==> config.mk <==
export PLATFORM = sky130hd
export DESIGN_NAME = instr_fetch_decode
export DESIGN_NICKNAME = d
export VERILOG_FILES = /design/src/rtl/instr_fetch_decode.sv
export SDC_FILE = /design/constraint.sdc
export NUM_CORES = 1
export LEC_CHECK = 0
export BUFFER_PORTS_ARGS = -buffer_cell sky130_fd_sc_hd__buf_2
export CAP_MARGIN = 20
export CORE_UTILIZATION = 45
export CTS_CLUSTER_SIZE = 30
export DETAILED_ROUTE_END_ITERATION = 10
export PLACE_DENSITY = 0.75
export SETUP_SLACK_MARGIN = 0.05
export SLEW_MARGIN = 20
export SYNTH_ARGS = -nofsm -noshare
export SYNTH_HDL_FRONTEND = slang
export SYNTH_SLANG_ARGS = --single-unit
==> constraint.sdc <==
create_clock -name clk -period 1.8 [get_ports clk]
set_input_delay 0.09 -clock clk [delete_from_list [all_inputs] [get_ports clk]]
set_output_delay 0.09 -clock clk [all_outputs]
set_load 0.01 [all_outputs]
==> src/rtl/instr_fetch_decode.sv <==
// PDP-8 fetch/decode stage: fetches at PC, decodes into EXEC structs, computes EA.
// Optional indirect addressing is enabled by defining PDP8_INDIRECT_ADDR_EN.

package pdp8_pkg;
  localparam int ADDR_WIDTH = 12;
  localparam int DATA_WIDTH = 12;

  typedef struct packed {
    logic                  AND;
    logic                  TAD;
    logic                  ISZ;
    logic                  DCA;
    logic                  JMS;
    logic                  JMP;
    logic [ADDR_WIDTH-1:0] mem_inst_addr;
  } pdp_mem_opcode_s;

  typedef struct packed {
    logic NOP;
    logic CLA_CLL;
  } pdp_op7_opcode_s;
endpackage

module instr_fetch_decode #(
  parameter int                     ADDR_WIDTH    = pdp8_pkg::ADDR_WIDTH,
  parameter int                     DATA_WIDTH    = pdp8_pkg::DATA_WIDTH,
  parameter logic [ADDR_WIDTH-1:0]  START_ADDRESS = 12'o0200
) (
  input  logic                      clk,
  input  logic                      reset,
  input  logic                      stall,
  input  logic [ADDR_WIDTH-1:0]     PC_value,
  output logic                      ifu_rd_req,
  output logic [ADDR_WIDTH-1:0]     ifu_rd_addr,
  input  logic [DATA_WIDTH-1:0]     ifu_rd_data,
  output logic [ADDR_WIDTH-1:0]     base_addr,
  output pdp8_pkg::pdp_mem_opcode_s pdp_mem_opcode,
  output pdp8_pkg::pdp_op7_opcode_s pdp_op7_opcode,
  output logic                      halted
);

  typedef enum logic [3:0] {
    IDLE,
    FETCH_REQ,
    FETCH_WAIT,
    DECODE,
`ifdef PDP8_INDIRECT_ADDR_EN
    IND_REQ,
    IND_WAIT,
`endif
    ISSUE,
    WAIT_EXEC,
    HALT
  } state_t;

  state_t                    state, next_state;
  logic [ADDR_WIDTH-1:0]     pc;
  logic [DATA_WIDTH-1:0]     ir;
  logic [2:0]                opcode;
  logic                      i_bit, p_bit, is_mem_ref, is_hlt;
  logic [6:0]                offset;
  logic [ADDR_WIDTH-1:0]     ea;
  pdp8_pkg::pdp_mem_opcode_s dec_mem;
  pdp8_pkg::pdp_op7_opcode_s dec_op7;
`ifdef PDP8_INDIRECT_ADDR_EN
  logic                      is_ind;
  pdp8_pkg::pdp_mem_opcode_s ind_op, ind_issue;
`endif

  assign base_addr  = START_ADDRESS;
  assign halted     = (state == HALT);
  assign opcode     = ir[11:9];
  assign i_bit      = ir[8];
  assign p_bit      = ir[7];
  assign offset     = ir[6:0];
  assign is_mem_ref = (opcode <= 3'd5);
  // Page-bit EA always uses the PC the instruction was fetched from.
  assign ea         = p_bit ? {pc[ADDR_WIDTH-1:7], offset} : {{(ADDR_WIDTH-7){1'b0}}, offset};

  always_comb begin
    dec_mem = '0;
    dec_op7 = '0;
    is_hlt  = 1'b0;
    if (is_mem_ref) begin
      case (opcode)
        3'd0:    dec_mem.AND = 1'b1;
        3'd1:    dec_mem.TAD = 1'b1;
        3'd2:    dec_mem.ISZ = 1'b1;
        3'd3:    dec_mem.DCA = 1'b1;
        3'd4:    dec_mem.JMS = 1'b1;
        default: dec_mem.JMP = 1'b1;
      endcase
      dec_mem.mem_inst_addr = ea;
`ifndef PDP8_INDIRECT_ADDR_EN
      if (i_bit) dec_mem = '0;
`endif
    end else if (opcode == 3'd7) begin
      dec_op7.CLA_CLL = (ir == 12'o7300);
      dec_op7.NOP     = (ir == 12'o7000);
      is_hlt          = (ir == 12'o7402);
    end
  end

`ifdef PDP8_INDIRECT_ADDR_EN
  assign is_ind = is_mem_ref & i_bit;
  always_comb begin
    ind_issue               = ind_op;
    ind_issue.mem_inst_addr = ifu_rd_data;
  end
`endif

  always_ff @(posedge clk) begin
    if (reset) state <= IDLE;
    else       state <= next_state;
  end

  always_comb begin
    next_state  = state;
    ifu_rd_req  = 1'b0;
    ifu_rd_addr = '0;
    case (state)
      IDLE:       next_state = FETCH_REQ;
      FETCH_REQ: begin
        ifu_rd_req  = 1'b1;
        ifu_rd_addr = pc;
        next_state  = FETCH_WAIT;
      end
      FETCH_WAIT: next_state = DECODE;
      DECODE: begin
        if (is_hlt)      next_state = HALT;
`ifdef PDP8_INDIRECT_ADDR_EN
        else if (is_ind) next_state = IND_REQ;
`endif
        else             next_state = ISSUE;
      end
`ifdef PDP8_INDIRECT_ADDR_EN
      IND_REQ: begin
        ifu_rd_req  = 1'b1;
        ifu_rd_addr = ea;
        next_state  = IND_WAIT;
      end
      IND_WAIT:   next_state = ISSUE;
`endif
      ISSUE:      if (stall)  next_state = WAIT_EXEC;
      WAIT_EXEC:  if (!stall) next_state = FETCH_REQ;
      HALT:       next_state = HALT;
      default:    next_state = IDLE;
    endcase
  end

  always_ff @(posedge clk) begin
    if (reset) begin
      pc             <= START_ADDRESS;
      ir             <= '0;
      pdp_mem_opcode <= '0;
      pdp_op7_opcode <= '0;
`ifdef PDP8_INDIRECT_ADDR_EN
      ind_op         <= '0;
`endif
    end else begin
      case (state)
        FETCH_WAIT: ir <= ifu_rd_data;
        DECODE: begin
`ifdef PDP8_INDIRECT_ADDR_EN
          // Indirect decodes stay hidden until the pointer word arrives.
          if (is_ind) begin
            ind_op         <= dec_mem;
            pdp_mem_opcode <= '0;
          end else
`endif
          pdp_mem_opcode <= dec_mem;
          pdp_op7_opcode <= dec_op7;
        end
`ifdef PDP8_INDIRECT_ADDR_EN
        IND_WAIT: pdp_mem_opcode <= ind_issue;
`endif
        WAIT_EXEC: begin
          if (!stall) begin
            pc             <= PC_value;
            pdp_mem_opcode <= '0;
            pdp_op7_opcode <= '0;
          end
        end
        default: ;
      endcase
    end
  end

endmodule

# Word level (Yosys, flattened, before mapping)
# Index checks and enable logic that the tools add are counted.
# totals
regBits	48
# op_classes
order_cmp	1
n_eq_ne	16
mux	23
n_bitwise	1
reduce_logical	7
# ops
operator	n
$mux 18	3
$eq 12x12->1 const B	3
$pmux 18 s2	1
$pmux 4 s7	1
$mux 12	2
$eq 4x3->1 const B	3
$mux 1	9
$eq 4x2->1 const B	2
$mux 2	4
$mux 4	2
$eq 3x2->1 const B	2
$eq 3x3->1 const B	2
$reduce_and 2->1	3
$reduce_or 5->1	1
$eq 4x1->1 const B	1
$logic_not 4->1	1
$ne 2x2->1 const B	2
$pmux 2 s2	1
$eq 3x1->1 const B	1
$le 3x3->1 const B	1
$logic_not 3->1	1
$reduce_bool 2->1	1
$not 1->1	1

# Logic depth before layout (Yosys ltp)
# Gate-level depths: netlist (run 1).
# logic_depth
ltp_word	6
mapped_depth	6

# Worst setup path after synthesis (run 1)
# No wires, ideal clock.
# synth_timing
path_kind	register to register
startpoint	reg state[2]
endpoint	reg ir[10]
setup_time_ps	128
arrival_ps	1173
setup_slack_ps	499
path_stages_with_launch	6
period_less_slack_ps	1301
cell_sequence	dfxtp_1 > buf_6 > nor3b_2 > buf_4 > mux2i_1 > nor2_1
# synth_via
elab_chain_cells	1
# synth_lines
element	line	source
start, declared	56	state_t state, next_state;
start signal, assigned	114	else state <= next_state;
$eq 4x2->1	161	case (state)
end signal, assigned	162	FETCH_WAIT: ir <= ifu_rd_data;
end, declared	58	logic [DATA_WIDTH-1:0] ir;
# Every way passes these cells.
# A chain may end at the register's enable or synchronous reset.

# Worst setup path in the final report (run 1)
# layout_timing
startpoint	reg state[2]
endpoint	out ifu_rd_addr[7]
# layout_via
elab_chain_cells	2
# layout_lines
element	line	source
$eq 4x1->1	121	case (state)
$mux 12	121	
end, declared	34	output logic [ADDR_WIDTH-1:0] ifu_rd_addr,
# Every way passes these cells.

==> run_results.csv, run 1 <==
group,metric,value,unit
routing,via_count,1647,
global_routing,grt_pass1_vias,1472,
power,peakVddDrop,0.000491,V
critical_path,cp-start-kind,"flop",
clocking,cts_sinks,47,
logic_synthesis,synth_top_area_share,0.465,
global_routing,top_usage_layer,"met2",
sta,finalSetupViolCount,0,
clocking,clk_latency,0.30,ns
power,clkPwrFrac,0.427,
place,pre_cts_slack,0.127,ns
sta,whs,0.0208,ns
run,drv_cap,0,
global_routing,overflow,0,
finish,final_cell_mix,"buf_2, dfxtp_1, nand2_1",
sta,hold_viol_final,0,
global_routing,grt_pass1_wl,7000,microns
critical_path,crit_arrival,1.47,ns
logic_synthesis,synth_ff_type,"dfxtp_1",
finish,final_common_cell,"buf_2",
clocking,cts_buffers,5,
logic_synthesis,ys_warn_count,0,
sta,fin_setup_tns,0,ns
sta,layout_worst_path_cycle_share,0.866,
logic_synthesis,async_reset_ff_frac,0,
global_routing,grt_max_degree,25,
global_routing,gr-usage-all-layers,0.182,
power,p_sw,0.000446,W
critical_path,end_kind,"output pin",
critical_path,cp.required,1.71,ns
routing,detail_route.wl_per_cell,13.6,microns
floorplanning,die_x,69.1,microns
worst_hold_path,hp-class,"in2reg",
place,io_buffers,60,
routing,wl,4350,microns
logic_synthesis,netlist_area,0.00202,sq mm
clocking,cts_root_buffer,"clkbuf_8",
logic_synthesis,synth_cell_type_count,34,
sta,fmax,0.641,GHz
floorplanning,rows,24,
sta,slew_violations,0,
sta,layout_min_cycle_time,1.56,ns
sta,final.setup.worst_slack,0.241,ns
routing,drc,0,
routing,drt_iter0_drc,99,
floorplanning,num_io_pins,73,
critical_path,path_max_fanout,13,
clocking,htree_levels,2,
finish,n_antenna_cell,0,
floorplanning,die_y,69.1,microns
routing,vias_per_cell,5.16,
power,pwr-share-comb,0.068,
clocking,cts_buffer_depth,2,
power,p_leak,1.06,nW
floorplanning,dieArea,0.00477,sq mm
finish,final_nets,293,
logic_synthesis,ys_seq_area_frac,0.465,
place,gp_congestion,0.785,
power,switching_share,0.211,
global_routing,use_met1,0.237,
routing,ant_nets,0,
logic_synthesis,yosysTopAreaCell,"dfxtp_1",
finish,fillers,415,
floorplanning,initial_core_util,0.468,
global_routing,antenna_found_initial,0,
run_status,status,"finished, final reports clean",
critical_path,worstSetupPathType,"reg2out",
logic_synthesis,avgSynthCellArea,9.73,sq um
power,p_seq_frac,0.505,
logic_synthesis,synth_edf_count,0,
clocking,path_clk_slew,0.09,ns
place,hpwl,3040,microns
global_routing,grt_use_met3,0.0424,
finish,syn_to_final_growth,21.0,%
logic_synthesis,ys_ff_latch,47,
routing,drt_first_pass_iters,4,
finish,finalCoreUtilization,0.566,
clocking,tritoncts,"yes",
global_routing,use_met2,0.291,
power,power.density,864,mW/mm^2
logic_synthesis,synthCells,208,
floorplanning,fp.coreArea,0.00432,sq mm
logic_synthesis,synth.area.top_cells,"dfxtp_1, mux2i_1, buf_4",
power,p_int,0.00167,W
sta,rsz0062_at_grt,"no",
sta,finalClockSkew,0.00461,ns
finish,drive_gt1_frac,0.315,
[state kept, by name, summed over array words and instances (netlist names)]
name,count
pdp_op7_opcode,2
pc,12
ir,12
state,3
pdp_mem_opcode,18
[per-layer routing]
| layer | routed length [microns] | vias up |
|---|---|---|
| li1 | - | 819 |
| met1 | 2010 | 757 |
| met2 | 2040 | 62 |
| met3 | 225 | 9 |
| met4 | 75 | 0 |
| met5 | 0 | - |
[worst max-delay path, stage by stage (launching register included)]
cell     delay (ns)
dfxtp_1        0.58
nor3b_2        0.11
buf_4          0.19
and2_1         0.16
buf_2          0.14
[metrics by stage]
stage	std cells	instance area, sq um	power (W)
floorplan	218	2060	0.00120
CTS	318	2430	0.00212
finish	319	2450	0.00211
detailed placement	309	2280	0.00123
global placement	309	2280	0.00122
global route	319	2450	0.00219
[cell type report]
cell class / instances / area, sq um / share of cell area
clock buffers: 5 / 68.8 / 0.0281
clock inverters: 3 / 67.6 / 0.0276
inverters: 4 / 15.0 / 0.00613
multi-input cells: 140 / 913 / 0.373
flip-flops and latches: 47 / 942 / 0.385
well taps: 52 / 65.1 / 0.0266
repair buffers: 68 / 375 / 0.153
[cells in the mapped netlist, drive strengths merged (4+ instances only)]
cell type and number:
nor2 15, buf 22, a22o 7, inv 4, nand3 4, and2 13, clkbuf 5, a21oi 15
mux2i 12, a32o 9, dfxtp 47, nand2 24
[power by group through the flow]
stage / Combinational (W) / Sequential (W) / Clock, W
final: 0.000143 / 0.00107 / 0.000903
after floorplan: 0.000118 / 0.00108 / 0
after detailed placement: 0.000134 / 0.00109 / 0
after CTS: 0.000136 / 0.00107 / 0.000917
after global placement: 0.000133 / 0.00109 / 0
after global routing: 0.000157 / 0.00107 / 0.000963
[timing repair]
| item | 4_1_cts | 5_1_grt |
|---|---|---|
| setup buffers | 0 | 1 |
| hold buffers | 1 | 0 |
| endpoints found under the setup margin | 0 | 28 |
| gates resized for setup | 0 | 1 |
| endpoints found under the hold margin | 1 | 0 |
[logic make-up (layout without fill, tap and decap cells)]
group                  Yosys count  after routing  synth area share
AOI/OAI and AO/OA               39             39             0.143
buffers and inverters           31             80             0.102
DFF                             47             47             0.465
muxes                           12             12            0.0594
other                            2             12           0.00371
and+or+nand+nor                 77             77             0.227
[worst paths after layout]
kind	startpoint	to	slack [ns]	depth (start not counted)
worst max-delay path	state[2]	ifu_rd_addr[7]	0.24	4
worst min-delay path	PC_value[1]	pc[1]	0.02	3
worst max register to register	state[2]	pdp_mem_opcode[14]	0.24	4
worst min register to register	pc[0]	pc[0]	0.46	2
No activity file was read; power rests on OpenSTA's default activity.
==> inputs of run 2 (changes only) <==
--- a/config.mk
+++ b/config.mk
@@ -7,10 +7,10 @@
 export LEC_CHECK = 0
 export BUFFER_PORTS_ARGS = -buffer_cell sky130_fd_sc_hd__buf_2
 export CAP_MARGIN = 20
-export CORE_UTILIZATION = 45
+export CORE_UTILIZATION = 49
 export CTS_CLUSTER_SIZE = 30
 export DETAILED_ROUTE_END_ITERATION = 10
-export PLACE_DENSITY = 0.75
+export PLACE_DENSITY = 0.8
 export SETUP_SLACK_MARGIN = 0.05
 export SLEW_MARGIN = 20
 export SYNTH_ARGS = -nofsm -noshare
==> run 2 against run 1 <==
Cell count decreased by 1.6%. Global-route usage increased by 1.6 points. Clock power decreased by 30%. Non-clock buffer count unchanged. Via count decreased by 2.0%. Largest power group unchanged.
==> run_results.csv, run 2 (synthesis gave the netlist of run 1 again) <==
group,metric,value,unit
run_status,status,"finished, final reports clean",
routing,wl,3990,microns
worst_hold_path,hp-class,"in2reg",
critical_path,cp_slowest_cell,"dfxtp_1",
sta,finalSetupViolCount,0,
routing,ant_nets,0,
finish,finalCoreUtilization,0.627,
routing,detail_route.wl_per_cell,12.7,microns
finish,fillers,336,
finish,n_antenna_cell,0,
sta,rsz0062_at_grt,"no",
global_routing,grt_pass1_wl,6580,microns
global_routing,top_usage_layer,"met2",
global_routing,use_met2,0.297,
global_routing,gr-usage-all-layers,0.198,
critical_path,cp.buffers_inverters,1,
critical_path,path_cells,"nand3b_4, nor3b_4, buf_4, a22o_1",
routing,drc,0,
sta,fmax,0.623,GHz
critical_path,cpPeakStageDelay,0.57,ns
finish,regMostFlops,"pdp_mem_opcode",
critical_path,path_max_fanout,12,
finish,ff_latch_area,942,sq um
floorplanning,dieArea,0.00439,sq mm
clocking,post_cts_buffers,0,
place,gp_congestion,0.804,
clocking,cts_buffers,5,
sta,layout_min_cycle_time,1.60,ns
power,p_leak,1.04,nW
floorplanning,num_io_pins,73,
critical_path,worstSetupPathType,"reg2reg",
critical_path,cp_top_family,"simple AND/OR/NAND/NOR gates",
global_routing,use_met1,0.275,
finish,largest_register_ffs,18,
floorplanning,die_y,66.3,microns
critical_path,cp-start-kind,"flop",
floorplanning,rows,22,
global_routing,grt_use_met3,0.0552,
clocking,htree_levels,2,
critical_path,crit_arrival,1.85,ns
floorplanning,fp.coreArea,0.00380,sq mm
finish,final_cell_mix,"buf_2, dfxtp_1, nand2_1",
sta,layout_worst_path_cycle_share,0.892,
clocking,cts_sinks,47,
clocking,clk_latency,0.30,ns
clocking,tritoncts,"yes",
finish,final_nets,293,
place,hpwl,2910,microns
power,power.density,770,mW/mm^2
critical_path,cp.required,2.04,ns
sta,fin_setup_tns,0,ns
finish,syn_to_final_growth,17.7,%
clocking,cts_buffer_depth,2,
run,drv_cap,0,
routing,drt_iter0_drc,69,
finish,final_common_cell,"buf_2",
clocking,path_clk_slew,0.08,ns
critical_path,end_kind,"flop",
sta,finalClockSkew,0.00572,ns
finish,multiInputGateArea,913,sq um
global_routing,antenna_found_initial,0,
routing,vias_per_cell,5.14,
sta,hold_viol_final,0,
floorplanning,initial_core_util,0.533,
global_routing,grt_max_degree,22,
sta,slew_violations,0,
global_routing,grt_pass1_vias,1410,
power,peakVddDrop,0.000472,V
global_routing,overflow,0,
clocking,cts_root_buffer,"clkbuf_8",
floorplanning,die_x,66.3,microns
place,io_buffers,60,
routing,drt_first_pass_iters,4,
routing,via_count,1614,
finish,drive_gt1_frac,0.312,
finish,top_regs,"pdp_mem_opcode (18), ir (12), pc (12)",
-- run 2: changes by cell type in the layout (fill, tap and decap cells not counted), sizes merged --
cell,change
bufinv,-2
clkbuf,+1
clkinv,+1
clkinvlp,-1
-- run 2: area by class of cell --
class | instances | area share
clock buffer | 6 | 0.0347
timing repair buffer | 68 | 0.152
multi-input combinational | 140 | 0.384
tap | 48 | 0.0252
clock inverter | 1 | 0.00210
inverter | 4 | 0.00631
sequential | 47 | 0.396
-- run 2: through the flow --
stage                     total power [W]  setup slack [ns]  cells  instance area [sq um]  hold WS (ns)
after floorplan                   0.00120             0.499    218                   2060         0.214
after global placement            0.00122             0.291    306                   2280         0.308
after detailed placement          0.00123             0.207    306                   2280         0.310
after CTS                         0.00186            0.0695    314                   2380        0.0138
after global routing              0.00192            0.0814    314                   2380        0.0199
final                             0.00183             0.195    314                   2380        0.0233
-- run 2: path summary, 6_finish.rpt --
kind | start | depth (start not counted) | endpoint | slack (ns)
setup / recovery | state[2] | 4 | pdp_mem_opcode[0] | 0.20
hold / removal | PC_value[2] | 3 | pc[2] | 0.02
setup reg to reg | state[2] | 4 | pdp_mem_opcode[0] | 0.20
hold reg to reg | pc[4] | 2 | pc[4] | 0.45
-- run 2: per-layer routing --
layer | routed length (microns) | part of all wire
met1 | 1850 | 0.46
met2 | 1830 | 0.46
met3 | 273 | 0.068
met4 | 42 | 0.011
met5 | 0 | 0
-- run 2: what timing repair did --
| action | in CTS | in global routing |
|---|---|---|
| gates resized for setup | 0 | 1 |
| hold buffers | 1 | 0 |
| endpoints found under the hold margin | 1 | 0 |
| setup endpoints to repair | 0 | 12 |
-- run 2: power by group --
group          total [W]  switching, W  internal, W
Sequential       0.00107     0.0000194      0.00105
Clock           0.000630      0.000329     0.000301
Combinational   0.000134     0.0000748    0.0000595
-- run 2: worst min-delay path, delay by kind of cell --
kind	cells	cell delay [ns]
simple gates	1	0.04
compound gates	1	0.05
buf+inv	1	0.10
